[config.mk]
export PLATFORM = sky130hd
export DESIGN_NAME = pc_flow_ctrl_flat
export DESIGN_NICKNAME = d
export VERILOG_FILES = /design/src/rtl/pc_flow_ctrl_if.sv /design/src/rtl/pc_flow_ctrl.sv /design/src/flat_wrapper.sv
export SDC_FILE = /design/constraint.sdc
export NUM_CORES = 1
export LEC_CHECK = 0
export CAP_MARGIN = 0
export CELL_PAD_IN_SITES_DETAIL_PLACEMENT = 1
export CELL_PAD_IN_SITES_GLOBAL_PLACEMENT = 2
export CORE_ASPECT_RATIO = 0.5
export CORE_MARGIN = 2
export CORE_UTILIZATION = 33
export CTS_CLUSTER_DIAMETER = 60
export CTS_CLUSTER_SIZE = 30
export DETAILED_ROUTE_END_ITERATION = 10
export PLACE_DENSITY = 0.87
export REMOVE_ABC_BUFFERS = 1
export SLEW_MARGIN = 15
export SYNTH_ARGS = -nofsm -noshare
export SYNTH_HDL_FRONTEND = slang
export SYNTH_SLANG_ARGS = --single-unit
export TNS_END_PERCENT = 30
[constraint.sdc]
create_clock -name clk -period 2.8 [get_ports clk]
set_clock_uncertainty 0.1 [all_clocks]
set_input_delay 0.28 -clock clk [delete_from_list [all_inputs] [get_ports clk]]
set_output_delay 0.28 -clock clk [all_outputs]
set_load 0.02 [all_outputs]
[src/rtl/pc_flow_ctrl_if.sv]
// Bundle of the pipeline-control signals exchanged between the core datapath
// (master) and the PC / pipeline-register flow controller (slave).
//
// Handshake: the host request is a level handshake. ecall_req stays high
// until the host raises ecall_ack for at least one cycle. ecall_ack is only
// observed while the request is outstanding. Every other signal here is a
// per-cycle level with no valid/ready pairing.
interface pc_flow_ctrl_if #(
    parameter int CNT_W = 16
);
    logic             imem_ready;
    logic             branch_ID;
    logic             jump_ID;
    logic             pred_taken;
    logic             branch_EX;
    logic             outcome_EX;
    logic             pred_EX;
    logic             load_use;
    logic             ecall_ID;
    logic             ecall_ack;
    logic             cnt_clr;
    logic [1:0]       pc_sel;
    logic             pc_we;
    logic             stall_IF_ID;
    logic             flush_IF_ID;
    logic             flush_ID_EX;
    logic             ecall_req;
    logic             halted;
    logic [CNT_W-1:0] branch_cnt;
    logic [CNT_W-1:0] mispred_cnt;
    logic [1:0]       state_dbg;

    modport master (
        output imem_ready, branch_ID, jump_ID, pred_taken, branch_EX,
               outcome_EX, pred_EX, load_use, ecall_ID, ecall_ack, cnt_clr,
        input  pc_sel, pc_we, stall_IF_ID, flush_IF_ID, flush_ID_EX,
               ecall_req, halted, branch_cnt, mispred_cnt, state_dbg
    );

    modport slave (
        input  imem_ready, branch_ID, jump_ID, pred_taken, branch_EX,
               outcome_EX, pred_EX, load_use, ecall_ID, ecall_ack, cnt_clr,
        output pc_sel, pc_we, stall_IF_ID, flush_IF_ID, flush_ID_EX,
               ecall_req, halted, branch_cnt, mispred_cnt, state_dbg
    );
endinterface

[src/rtl/pc_flow_ctrl.sv]
// PC-source / stall / flush sequencer for the 5-stage core.
// It also runs the ecall drain-request-resume handshake with the host
// and keeps saturating branch and mispredict counters.
module pc_flow_ctrl #(
    parameter int DRAIN_CYCLES = 3,
    parameter int CNT_W        = 16
) (
    input  logic         clk,
    input  logic         reset,
    pc_flow_ctrl_if.slave bus
);
    typedef enum logic [1:0] {
        S_RUN    = 2'd0,
        S_DRAIN  = 2'd1,
        S_REQ    = 2'd2,
        S_RESUME = 2'd3
    } state_t;

    localparam logic [3:0]       DRAIN_LOAD = 4'(DRAIN_CYCLES - 1);
    localparam logic [CNT_W-1:0] CNT_MAX    = '1;

    state_t           state_q, state_d;
    logic [3:0]       drain_q, drain_d;
    logic             ecall_req_q;
    logic             halted_q;
    logic [CNT_W-1:0] branch_cnt_q;
    logic [CNT_W-1:0] mispred_cnt_q;

    logic [1:0] pc_sel;
    logic       pc_we;
    logic       stall_if_id;
    logic       flush_if_id;
    logic       flush_id_ex;
    logic       mispredict;

    assign mispredict = bus.branch_EX & (bus.outcome_EX ^ bus.pred_EX);

    // Next state and Mealy pipeline controls; idle (hold PC) while reset is low.
    always_comb begin
        state_d     = state_q;
        drain_d     = drain_q;
        pc_sel      = 2'b11;
        pc_we       = 1'b0;
        stall_if_id = 1'b0;
        flush_if_id = 1'b0;
        flush_id_ex = 1'b0;
        if (reset) begin
            case (state_q)
                S_RUN: begin
                    if (mispredict) begin
                        pc_sel      = 2'b10;
                        pc_we       = 1'b1;
                        flush_if_id = 1'b1;
                        flush_id_ex = 1'b1;
                    end else if (bus.ecall_ID) begin
                        flush_if_id = 1'b1;
                        state_d     = S_DRAIN;
                        drain_d     = DRAIN_LOAD;
                    end else if (bus.load_use) begin
                        stall_if_id = 1'b1;
                        flush_id_ex = 1'b1;
                    end else if (!bus.imem_ready) begin
                        flush_if_id = 1'b1;
                    end else if (bus.jump_ID || (bus.branch_ID && bus.pred_taken)) begin
                        pc_sel      = 2'b01;
                        pc_we       = 1'b1;
                        flush_if_id = 1'b1;
                    end else begin
                        pc_sel = 2'b00;
                        pc_we  = 1'b1;
                    end
                end
                S_DRAIN: begin
                    if (mispredict) begin
                        // The ecall sat on the wrong path: abandon it and redirect.
                        pc_sel      = 2'b10;
                        pc_we       = 1'b1;
                        flush_if_id = 1'b1;
                        flush_id_ex = 1'b1;
                        state_d     = S_RUN;
                    end else begin
                        flush_if_id = 1'b1;
                        if (drain_q == 4'd0) begin
                            state_d = S_REQ;
                        end else begin
                            drain_d = drain_q - 4'd1;
                        end
                    end
                end
                S_REQ: begin
                    flush_if_id = 1'b1;
                    if (bus.ecall_ack) begin
                        state_d = S_RESUME;
                    end
                end
                S_RESUME: begin
                    // Step the PC past the ecall.
                    pc_sel  = 2'b00;
                    pc_we   = 1'b1;
                    state_d = S_RUN;
                end
                default: begin
                    state_d = S_RUN;
                end
            endcase
        end
    end

    // FSM state, drain counter and the registered host-facing flags.
    always_ff @(posedge clk or negedge reset) begin
        if (!reset) begin
            state_q     <= S_RUN;
            drain_q     <= 4'd0;
            ecall_req_q <= 1'b0;
            halted_q    <= 1'b0;
        end else begin
            state_q     <= state_d;
            drain_q     <= drain_d;
            ecall_req_q <= (state_d == S_REQ);
            halted_q    <= (state_d != S_RUN);
        end
    end

    // Saturating performance counters; a clear beats a same-cycle increment.
    always_ff @(posedge clk or negedge reset) begin
        if (!reset) begin
            branch_cnt_q  <= '0;
            mispred_cnt_q <= '0;
        end else if (bus.cnt_clr) begin
            branch_cnt_q  <= '0;
            mispred_cnt_q <= '0;
        end else if (bus.branch_EX) begin
            if (branch_cnt_q != CNT_MAX) begin
                branch_cnt_q <= branch_cnt_q + 1'b1;
            end
            if (mispredict && (mispred_cnt_q != CNT_MAX)) begin
                mispred_cnt_q <= mispred_cnt_q + 1'b1;
            end
        end
    end

    assign bus.pc_sel      = pc_sel;
    assign bus.pc_we       = pc_we;
    assign bus.stall_IF_ID = stall_if_id;
    assign bus.flush_IF_ID = flush_if_id;
    assign bus.flush_ID_EX = flush_id_ex;
    assign bus.ecall_req   = ecall_req_q;
    assign bus.halted      = halted_q;
    assign bus.branch_cnt  = branch_cnt_q;
    assign bus.mispred_cnt = mispred_cnt_q;
    assign bus.state_dbg   = state_q;
endmodule

[src/flat_wrapper.sv]
// flat-port wrapper written by rule: the top's interface ports become plain ports
module pc_flow_ctrl_flat 
#(
    parameter int DRAIN_CYCLES = 3,
    parameter int CNT_W        = 16
)
  (clk, reset, bus_imem_ready, bus_branch_ID, bus_jump_ID, bus_pred_taken, bus_branch_EX, bus_outcome_EX, bus_pred_EX, bus_load_use, bus_ecall_ID, bus_ecall_ack, bus_cnt_clr, bus_pc_sel, bus_pc_we, bus_stall_IF_ID, bus_flush_IF_ID, bus_flush_ID_EX, bus_ecall_req, bus_halted, bus_branch_cnt, bus_mispred_cnt, bus_state_dbg);
  pc_flow_ctrl_if #(.CNT_W(CNT_W)) bus_i ();
  input  logic clk;
  input  logic reset;
  input wire logic [$bits(bus_i.imem_ready)-1:0] bus_imem_ready;
  input wire logic [$bits(bus_i.branch_ID)-1:0] bus_branch_ID;
  input wire logic [$bits(bus_i.jump_ID)-1:0] bus_jump_ID;
  input wire logic [$bits(bus_i.pred_taken)-1:0] bus_pred_taken;
  input wire logic [$bits(bus_i.branch_EX)-1:0] bus_branch_EX;
  input wire logic [$bits(bus_i.outcome_EX)-1:0] bus_outcome_EX;
  input wire logic [$bits(bus_i.pred_EX)-1:0] bus_pred_EX;
  input wire logic [$bits(bus_i.load_use)-1:0] bus_load_use;
  input wire logic [$bits(bus_i.ecall_ID)-1:0] bus_ecall_ID;
  input wire logic [$bits(bus_i.ecall_ack)-1:0] bus_ecall_ack;
  input wire logic [$bits(bus_i.cnt_clr)-1:0] bus_cnt_clr;
  output wire logic [$bits(bus_i.pc_sel)-1:0] bus_pc_sel;
  output wire logic [$bits(bus_i.pc_we)-1:0] bus_pc_we;
  output wire logic [$bits(bus_i.stall_IF_ID)-1:0] bus_stall_IF_ID;
  output wire logic [$bits(bus_i.flush_IF_ID)-1:0] bus_flush_IF_ID;
  output wire logic [$bits(bus_i.flush_ID_EX)-1:0] bus_flush_ID_EX;
  output wire logic [$bits(bus_i.ecall_req)-1:0] bus_ecall_req;
  output wire logic [$bits(bus_i.halted)-1:0] bus_halted;
  output wire logic [$bits(bus_i.branch_cnt)-1:0] bus_branch_cnt;
  output wire logic [$bits(bus_i.mispred_cnt)-1:0] bus_mispred_cnt;
  output wire logic [$bits(bus_i.state_dbg)-1:0] bus_state_dbg;
  assign bus_i.imem_ready = bus_imem_ready;
  assign bus_i.branch_ID = bus_branch_ID;
  assign bus_i.jump_ID = bus_jump_ID;
  assign bus_i.pred_taken = bus_pred_taken;
  assign bus_i.branch_EX = bus_branch_EX;
  assign bus_i.outcome_EX = bus_outcome_EX;
  assign bus_i.pred_EX = bus_pred_EX;
  assign bus_i.load_use = bus_load_use;
  assign bus_i.ecall_ID = bus_ecall_ID;
  assign bus_i.ecall_ack = bus_ecall_ack;
  assign bus_i.cnt_clr = bus_cnt_clr;
  assign bus_pc_sel = bus_i.pc_sel;
  assign bus_pc_we = bus_i.pc_we;
  assign bus_stall_IF_ID = bus_i.stall_IF_ID;
  assign bus_flush_IF_ID = bus_i.flush_IF_ID;
  assign bus_flush_ID_EX = bus_i.flush_ID_EX;
  assign bus_ecall_req = bus_i.ecall_req;
  assign bus_halted = bus_i.halted;
  assign bus_branch_cnt = bus_i.branch_cnt;
  assign bus_mispred_cnt = bus_i.mispred_cnt;
  assign bus_state_dbg = bus_i.state_dbg;
  pc_flow_ctrl #(.DRAIN_CYCLES(DRAIN_CYCLES), .CNT_W(CNT_W)) u_core (.clk(clk), .reset(reset), .bus(bus_i));
endmodule
==> results by stage, run 1 <==
Clock network:
- In this run the clock root is driven by a clkbuf_16.
- The number of buffers inserted by hold repair at cts is 0.
- Clock-pin slew was measured on the worst setup and hold paths at 0.06 ns.
- The TritonCTS clock tree is built.
- The count of H-tree levels built during CTS is 2.
- The number of clock sinks seen by CTS is 40.
- The later-pin clock latency in the skew report is 0.29 ns.
- The number of buffers between clock root and the deepest sink is 2.
- The total CTS buffers is 5.

Floorplanning:
- The boundary pin count is 55.
- The die is 129 microns wide.
- The die area is 8590 sq um.
- The die height is 66.5 microns.
- In this run the core area contains 22 standard-cell rows.
- The initial core utilization is 0.346.
- The core area is 7460 sq um.

Drt:
- The mean number of vias per cell is 5.58.
- The remaining antenna violation count after routing is 0.
- After detailed routing, the average wire length per cell comes to 16.8 microns.
- For this run, design rule violations remaining after detail routing come to 0.
- The first detailed-routing pass took 4 iterations.
- The total via count in the routed design is 2454.
- The initial DRC count is 104.
- The final layout contains routed wiring with a total length of 7390 microns.

Power:
- The worst IR drop on VDD is 0.000227 V.
- The leakage power total is 1.33 nW.
- Power spread over the standard cell area amounts to 561 nW/um^2.

Cells and area:
- The top cell types in the final layout, fill and taps aside, are 53 x clkdlybuf4s50_1, 40 x dfrtp_1, 23 x a21oi_1.
- The most common cell after layout, fill and taps aside is clkdlybuf4s50_1.
- The synthesis-to-layout area growth is 30.8%.
- The final instance area is 3380 sq um.
- The final-layout fill cell count is 870.
- In the final layout, the share of cells above drive strength 1 is 0.111.
- 0 antenna diodes ended up in the layout.
- The net count of the finished layout is 352.

STA:
- The total setup violations reported at the end of the flow is 0.
- The number of slew-limit violations in the final report is 0.
- The transition time of the tightest slew-check pin is 0.583 ns.
- The number of hold-slack violations in the final timing report came to 0.
- Timing would allow up to 0.388 GHz.
- The portion of the clock cycle consumed by the worst path in the final layout is 0.921.
- In the final timing run, aggregate negative setup slack is 0 ns.
- The final critical delay including setup and external delays is 2.58 ns.
- Headroom to the max-slew limit came out at 0.609.
- Setup repair after global routing left no endpoint under its margin.

GRT:
- Entering global routing, the biggest net connects 44 pins.
- The total overflow left after global routing is 0.
- The number of global-route vias before repair is 2504.
- The global-route wire length before repair is 12500 microns.
- The number of antenna violations at the first check in global routing is 0.
- Across every metal layer, demand over resource in global routing totals 0.187.

Logic synthesis:
- Counting flops with an async set or reset pin after synthesis yields a share of 1.00.
- The gate count after technology mapping is 275.
- The post-synthesis sequential element count is 40.
- For this run, the register share of the synthesized area comes to 0.388.
- The average cell area after synthesis is 9.39 sq um.
- The distinct cell type count of the synthesized netlist is 63.
- The synthesized design contains 0 enable-type register cells.
- For this run, the number of Yosys warnings is 0.
- The post-synth design cell area is 2580 sq um.
- The dominant register cell in the synthesized netlist is dfrtp_1.

Critical path:
- The worst setup path is captured at a primary output.
- The worst setup path is launched from a primary input.
- The critical path class is in -> out.
- The number of cells on the worst reg-to-reg path is 5.
- The terminus of the critical flop-to-flop path is u_core.bus.mispred_cnt[7].
- For the worst setup path, the data required time is 2.42 ns.
- The worst reg2reg path startpoint is u_core.bus.mispred_cnt[0].
- Of all nets on the critical path, the largest fanout is 7.
- The arrival time of data at the critical path endpoint is 2.20 ns.
- The minimum setup slack among reg-to-reg paths is 0.61 ns.

Placed design:
- The global placer's final weighted congestion is 0.811.
- The count of buffers added on input and output ports is 54.
- Once placement finished, the instance area stood at 3220 sq um.
- Detailed placement ended at an HPWL of 5360 microns.

Status:
- The run finished with clean final reports.

Flow run:
- The count of max-cap constraint violations is 0.

Worst hold path:
- The worst hold path belongs to the class in -> async.
-- report_power, final --
part	switching (mW)	leakage (nW)	internal, mW
Sequential	0.0475	0.542	0.633
Clock	0.231	0.0701	0.355
Combinational	0.345	0.718	0.283
Total	0.623	1.33	1.27
-- layout make-up --
cell class / instances / area (sq um) / share of cell area
clock buffers: 7 / 143 / 0.0422
clock inverters: 1 / 7.51 / 0.00222
inverters: 13 / 48.8 / 0.0144
well taps: 108 / 135 / 0.0400
repair buffers: 59 / 573 / 0.170
multi-input cells: 212 / 1470 / 0.435
flip-flops and latches: 40 / 1000 / 0.296
-- critical path, stage by stage --
cell and delay (ns):
clkdlybuf4s50_1 0.50, xor2_2 0.16, and2_2 0.26, nor4_1 0.07
nor4b_1 0.28, clkdlybuf4s50_1 0.65
-- flip-flops by register name (all words and copies together) (netlist names) --
signal	count
u_core.bus.branch_cnt	16
u_core.bus.mispred_cnt	16
u_core.drain_q	4
u_core.bus.state_dbg	2
u_core.bus.ecall_req	1
u_core.bus.halted	1
-- logic make-up (layout without fill, tap and decap cells) --
family,Yosys count,count (layout),synth area share
compound gates,75,75,0.205
flops,40,40,0.388
buf+inv,23,80,0.0451
mux,9,9,0.0368
fa+ha+maj,8,8,0.0388
xor+xnor,3,3,0.0131
simple gates,117,117,0.273
-- what timing repair did --
action | in CTS | in global routing
endpoints found under the setup margin | 0 | 3
resized for setup | 0 | 2
buffers inserted | 0 | 0
-- cell usage after synthesis, types with 3 or more instances --
| cell type | instances | area, sq um |
|---|---|---|
| dfrtp_1 | 40 | 1000 |
| a21oi_1 | 23 | 115 |
| nand2_1 | 21 | 78.8 |
| nor2_1 | 19 | 71.3 |
| inv_1 | 13 | 48.8 |
| nand3_1 | 9 | 45.0 |
| nand4_1 | 9 | 56.3 |
| ha_1 | 8 | 100 |
| or4_1 | 8 | 60.1 |
| nor3_1 | 7 | 35.0 |
| o21ai_0 | 7 | 35.0 |
| o31ai_1 | 7 | 52.6 |
| and4_1 | 6 | 52.6 |
| clkbuf_1 | 6 | 22.5 |
| mux2i_1 | 5 | 50.1 |
| a31o_2 | 4 | 35.0 |
| a31oi_1 | 4 | 25.0 |
| and3_1 | 4 | 25.0 |
| mux2_2 | 4 | 45.0 |
| nand2b_1 | 4 | 25.0 |
| nor2b_1 | 4 | 25.0 |
| nor4_1 | 4 | 25.0 |
| a21boi_0 | 3 | 22.5 |
| o211ai_1 | 3 | 22.5 |
| o311ai_0 | 3 | 26.3 |
| o41ai_1 | 3 | 26.3 |
| or3_1 | 3 | 18.8 |
-- layer usage --
metal  routed length, microns  track usage
met5                        0            0
met4                       73       0.0584
met3                      206       0.0361
met2                     3600        0.323
met1                     3510        0.238
-- per-stage QoR --
| stage | cells | total power, mW | setup slack (ns) | util | hold WS (ns) |
|---|---|---|---|---|---|
| floorplan | 265 | 1.07 | 0.703 | - | -0.116 |
| global placement | 432 | 1.28 | 0.238 | 0.432 | 0.422 |
| detailed placement | 432 | 1.31 | 0.195 | 0.432 | 0.432 |
| CTS | 440 | 1.91 | 0.150 | 0.452 | 0.184 |
| global route | 440 | 2.02 | 0.0384 | 0.453 | 0.229 |
| finish | 440 | 1.89 | 0.221 | 0.453 | 0.147 |
-- worst max-delay path by stage --
stage / to / slack (ns) / start / cells past startpoint
CTS: bus_pc_we / 0.15 / u_core.bus.state_dbg[1] / 5
detailed placement: bus_flush_IF_ID / 0.19 / bus_outcome_EX / 6
floorplan: bus_flush_IF_ID / 0.70 / u_core.bus.state_dbg[0] / 4
finish: bus_flush_IF_ID / 0.22 / bus_outcome_EX / 6
global route: bus_flush_IF_ID / 0.04 / bus_pred_EX / 6
global placement: bus_flush_IF_ID / 0.24 / bus_outcome_EX / 6
No activity file was read; power rests on OpenSTA's default activity.
==> run 2, diff against run 1 <==
ABC_AREA = 1   (was default)
CORE_UTILIZATION = 31   (was 33)
PLACE_DENSITY = 0.88   (was 0.87)
==> run 2 against run 1 <==
Synthesized cell count increased by 48%. Worst hold slack better by 0.25 ns. Count of clock-buffer cells in the layout fell by 1. Core utilization decreased by 3.6 points. Area after synthesis increased by 12%. Total power rose by 3.1%. Global-route usage shrank 1.4 points. Critical path depth rose by 1. Largest cell class unchanged. Largest power group unchanged.
==> results by stage, run 2 <==
Cells and area:
- In the final design database the tool counted 486 nets.
- Excluding fillers, the count of instances in the completed layout stands at 583.
- 0 antenna diodes ended up in the layout.
- The library cell used most frequently in the layout, excluding fill and tap cells, is nand2_1.
- Relative to the synthesized area, the layout overhead comes to 27.9%.
- In the final layout, the share of cells above drive strength 1 is 0.116.
- In the layout the commonest cells are 119 x nand2_1, 53 x clkdlybuf4s50_1, 46 x nor2_1.

Critical path:
- The maximum fanout encountered on the critical timing path is 6.
- The required time at the endpoint of the critical path is 2.42 ns.
- The worst register-to-register path begins at u_core.bus.mispred_cnt[1].
- The critical path class is reg -> out.
- The critical path contains buffers and inverters numbering 3 combined.
- The kind of start point of the critical path is a flip-flop.
- The critical path's top delay family is buffers and inverters.
- The signal on the critical path passes through inv_1 -> ha_1 -> inv_1 -> nor2_1 -> nor3_1 -> nor2_1 -> clkdlybuf4s50_1.
- The launch point of the critical path is u_core.bus.state_dbg[1].
- In this design, the stage delay of the slowest critical-path cell is 0.61 ns.
- The arrival time of data at the critical path endpoint is 2.20 ns.
- The largest individual stage delay along the critical path comes from the cell clkdlybuf4s50_1.
- The endpoint type of the worst setup path is a primary output.
- The minimum setup slack among reg-to-reg paths is 0.74 ns.

Logic synthesis:
- By count the netlist is led by 119 x nand2_1, 46 x nor2_1, 44 x inv_1.
- The dominant register cell in the synthesized netlist is dfrtp_1.
- After synthesis, the cell types taking the most area are dfrtp_1 35%, nand2_1 15%, nand3_1 6.8%.
- Of the post-synthesis cell area, the dominant cell type holds 0.347.
- Of the total synthesized cell area, the portion taken by AND, OR, NAND and NOR gates is 0.410.
- The proportion of synthesized flip-flops having asynchronous set or reset is 1.00.
- The cell area that synthesis handed to floorplanning was 2880 sq um.
- The most frequent cell after synthesis is nand2_1.
- The post-synthesis adder-cell area fraction is 0.0347.
- Of the total synthesized cell area, the portion taken by XOR and XNOR cells is 0.0273.
- Synthesis produced a netlist whose cell count is 406.
- The combinational family with the most area after synthesis is simple AND/OR/NAND/NOR gates.
- The synthesis warning total is 0.
- The count of flip-flops with a built-in enable after synthesis is 0.
- Measured against the total synthesized area, the mux share comes to 0.
- The library cell occupying the most area in the post-synthesis netlist is dfrtp_1.
- The average cell area after synthesis is 7.10 sq um.
- The synthesized design contains 40 register bits.
- The post-synthesis sequential area ratio is 0.347.
- The complex-gate fraction of the synthesized area is 0.0889.
- The distinct cell type count of the synthesized netlist is 30.

Floorplanning:
- From left edge to right edge, the die measures 140 microns.
- The initial core utilization is 0.326.
- In this run the standard cell core region covers 8860 sq um.
- In this run the core area contains 24 standard-cell rows.
- Measured along the y axis, the die boundary spans 72.2 microns.
- The floorplan step defined a die boundary enclosing 10100 sq um.
- Pin placement for this block handled 55 I/O pins.

Placed design:
- The global placer's final weighted congestion is 0.778.
- Timing analysis after detailed placement gives a worst setup slack of 0.381 ns.
- The cell total after placement is 574.
- After legalization and detailed placement, the total HPWL measured 6050 microns.
- The number of I/O port buffers is 54.

Drt:
- Detailed routing inserted a total of 2795 vias.
- In the final routed layout, each cell accounts on average for 13.7 microns.
- The initial DRC count is 122.
- The routed wire length is 8010 microns.
- Before antenna repair, the detailed router went through 4 iterations.
- The mean number of vias per cell is 4.79.
- After detailed routing, the number of remaining DRC violations is 0.
- The remaining antenna violation count after routing is 0.

STA:
- The transition time of the tightest slew-check pin is 0.561 ns.
- The normalized max-slew margin is 0.622.
- Across all hold checks on the routed design, the worst slack comes to 0.399 ns.
- The total setup violations reported at the end of the flow is 0.
- Derived from the worst setup path, the maximum achievable clock frequency is 0.388 GHz.
- For the final routed database, the setup TNS stands at 0 ns.
- The setup slack after layout is 0.225 ns.
- Setup repair after global routing left no endpoint under its margin.
- Of the available clock period, the critical path in the final layout requires 0.920.
- The clock period could shrink to 2.58 ns.
- The number of hold-slack violations in the final timing report was 0.
- The number of slew-limit violations in the final report is 0.

Worst hold path:
- The path class of the tightest hold or removal check is reg -> reg.
- The critical hold path startpoint is u_core.drain_q[0].

Clock network:
- After clock tree synthesis, the clock-pin slew on the worst setup and hold paths is 0.06 ns.
- The total CTS buffers is 5.
- The clock passes through at most 2 buffers.
- After clock tree synthesis, the setup repair step added 0 buffers.
- The TritonCTS clock tree is built.
- CTS saw 40 sinks.
- In this run the clock root is driven by a clkbuf_16.
- The later-pin clock latency in the skew report is 0.29 ns.
- The count of H-tree levels built during CTS is 2.

GRT:
- The number of global-route vias before repair is 2824.
- The residual overflow from global routing is 0.
- The global-route wire length before repair is 13800 microns.
- Entering global routing, the biggest net connects 43 pins.
- For this run, the total global-route usage over all layers was measured as 0.172.
- The number of antenna violations at the first check in global routing is 0.

Flow run:
- The count of max-cap constraint violations is 0.

Power:
- The worst IR drop on VDD is 0.000271 V.
- The cell area power density is 529 nW/um^2.
- The leakage power total is 1.65 nW.

Status:
- The run finished with clean final reports.
## run 2: repair_timing
| action | 4_1_cts | 5_1_grt |
|---|---|---|
| resized for setup | 0 | 0 |
| hold endpoints to repair | 10 | 0 |
| hold buffers | 1 | 0 |
## run 2: where the power goes
group | leakage, nW | internal, mW | switching (mW)
registers | 0.547 | 0.631 | 0.0406
clock network | 0.0808 | 0.420 | 0.249
logic | 1.02 | 0.240 | 0.371
total | 1.65 | 1.29 | 0.661
## run 2: path summary, 6_finish.rpt
kind | to | cells past startpoint
max in group asynchronous | u_core.bus.branch_cnt[0] | 3
hold / removal | u_core.drain_q[0] | 2
setup / recovery | bus_pc_we | 7
hold reg to reg | u_core.drain_q[0] | 2
min in group asynchronous | u_core.bus.branch_cnt[12] | 3
setup reg to reg | u_core.bus.mispred_cnt[11] | 8
## run 2: kinds of logic (layout without fill, tap and decap cells)
group / after synthesis / in the layout
xor+xnor: 9 / 9
flops: 40 / 40
buf+inv: 54 / 114
fa+ha+maj: 8 / 8
compound gates: 41 / 41
simple gates: 254 / 254
## run 2: through the flow
step	cell area (sq um)	power (mW)	util
global route	3690	2.09	0.416
global placement	3510	1.29	0.397
detailed placement	3510	1.30	0.397
floorplan	2790	1.05	-
finish	3690	1.95	0.416
CTS	3690	1.99	0.416
## run 2: final cells by class
cell class	count	area (sq um)
fillers	1136	5170
inverters	45	169
clock inverters	2	35.0
repair buffers	61	591
well taps	117	146
multi-input cells	312	1620
clock buffers	6	129
flip-flops and latches	40	1000
## run 2: metal layers
layer	wire length (microns)	share of wire	GRT usage	vias to the layer above
met3	259	0.032	0.0396	10
met2	3680	0.46	0.291	38
li1	-	-	-	1423
met1	3940	0.49	0.220	1324
met5	0	0	0	-
met4	129	0.016	0.0640	0
## run 2: tightest hold or removal path, cell delays in order (launching register included)
cell and delay [ns]:
dfrtp_1 0.35, nand2_1 0.05, o21ai_0 0.06
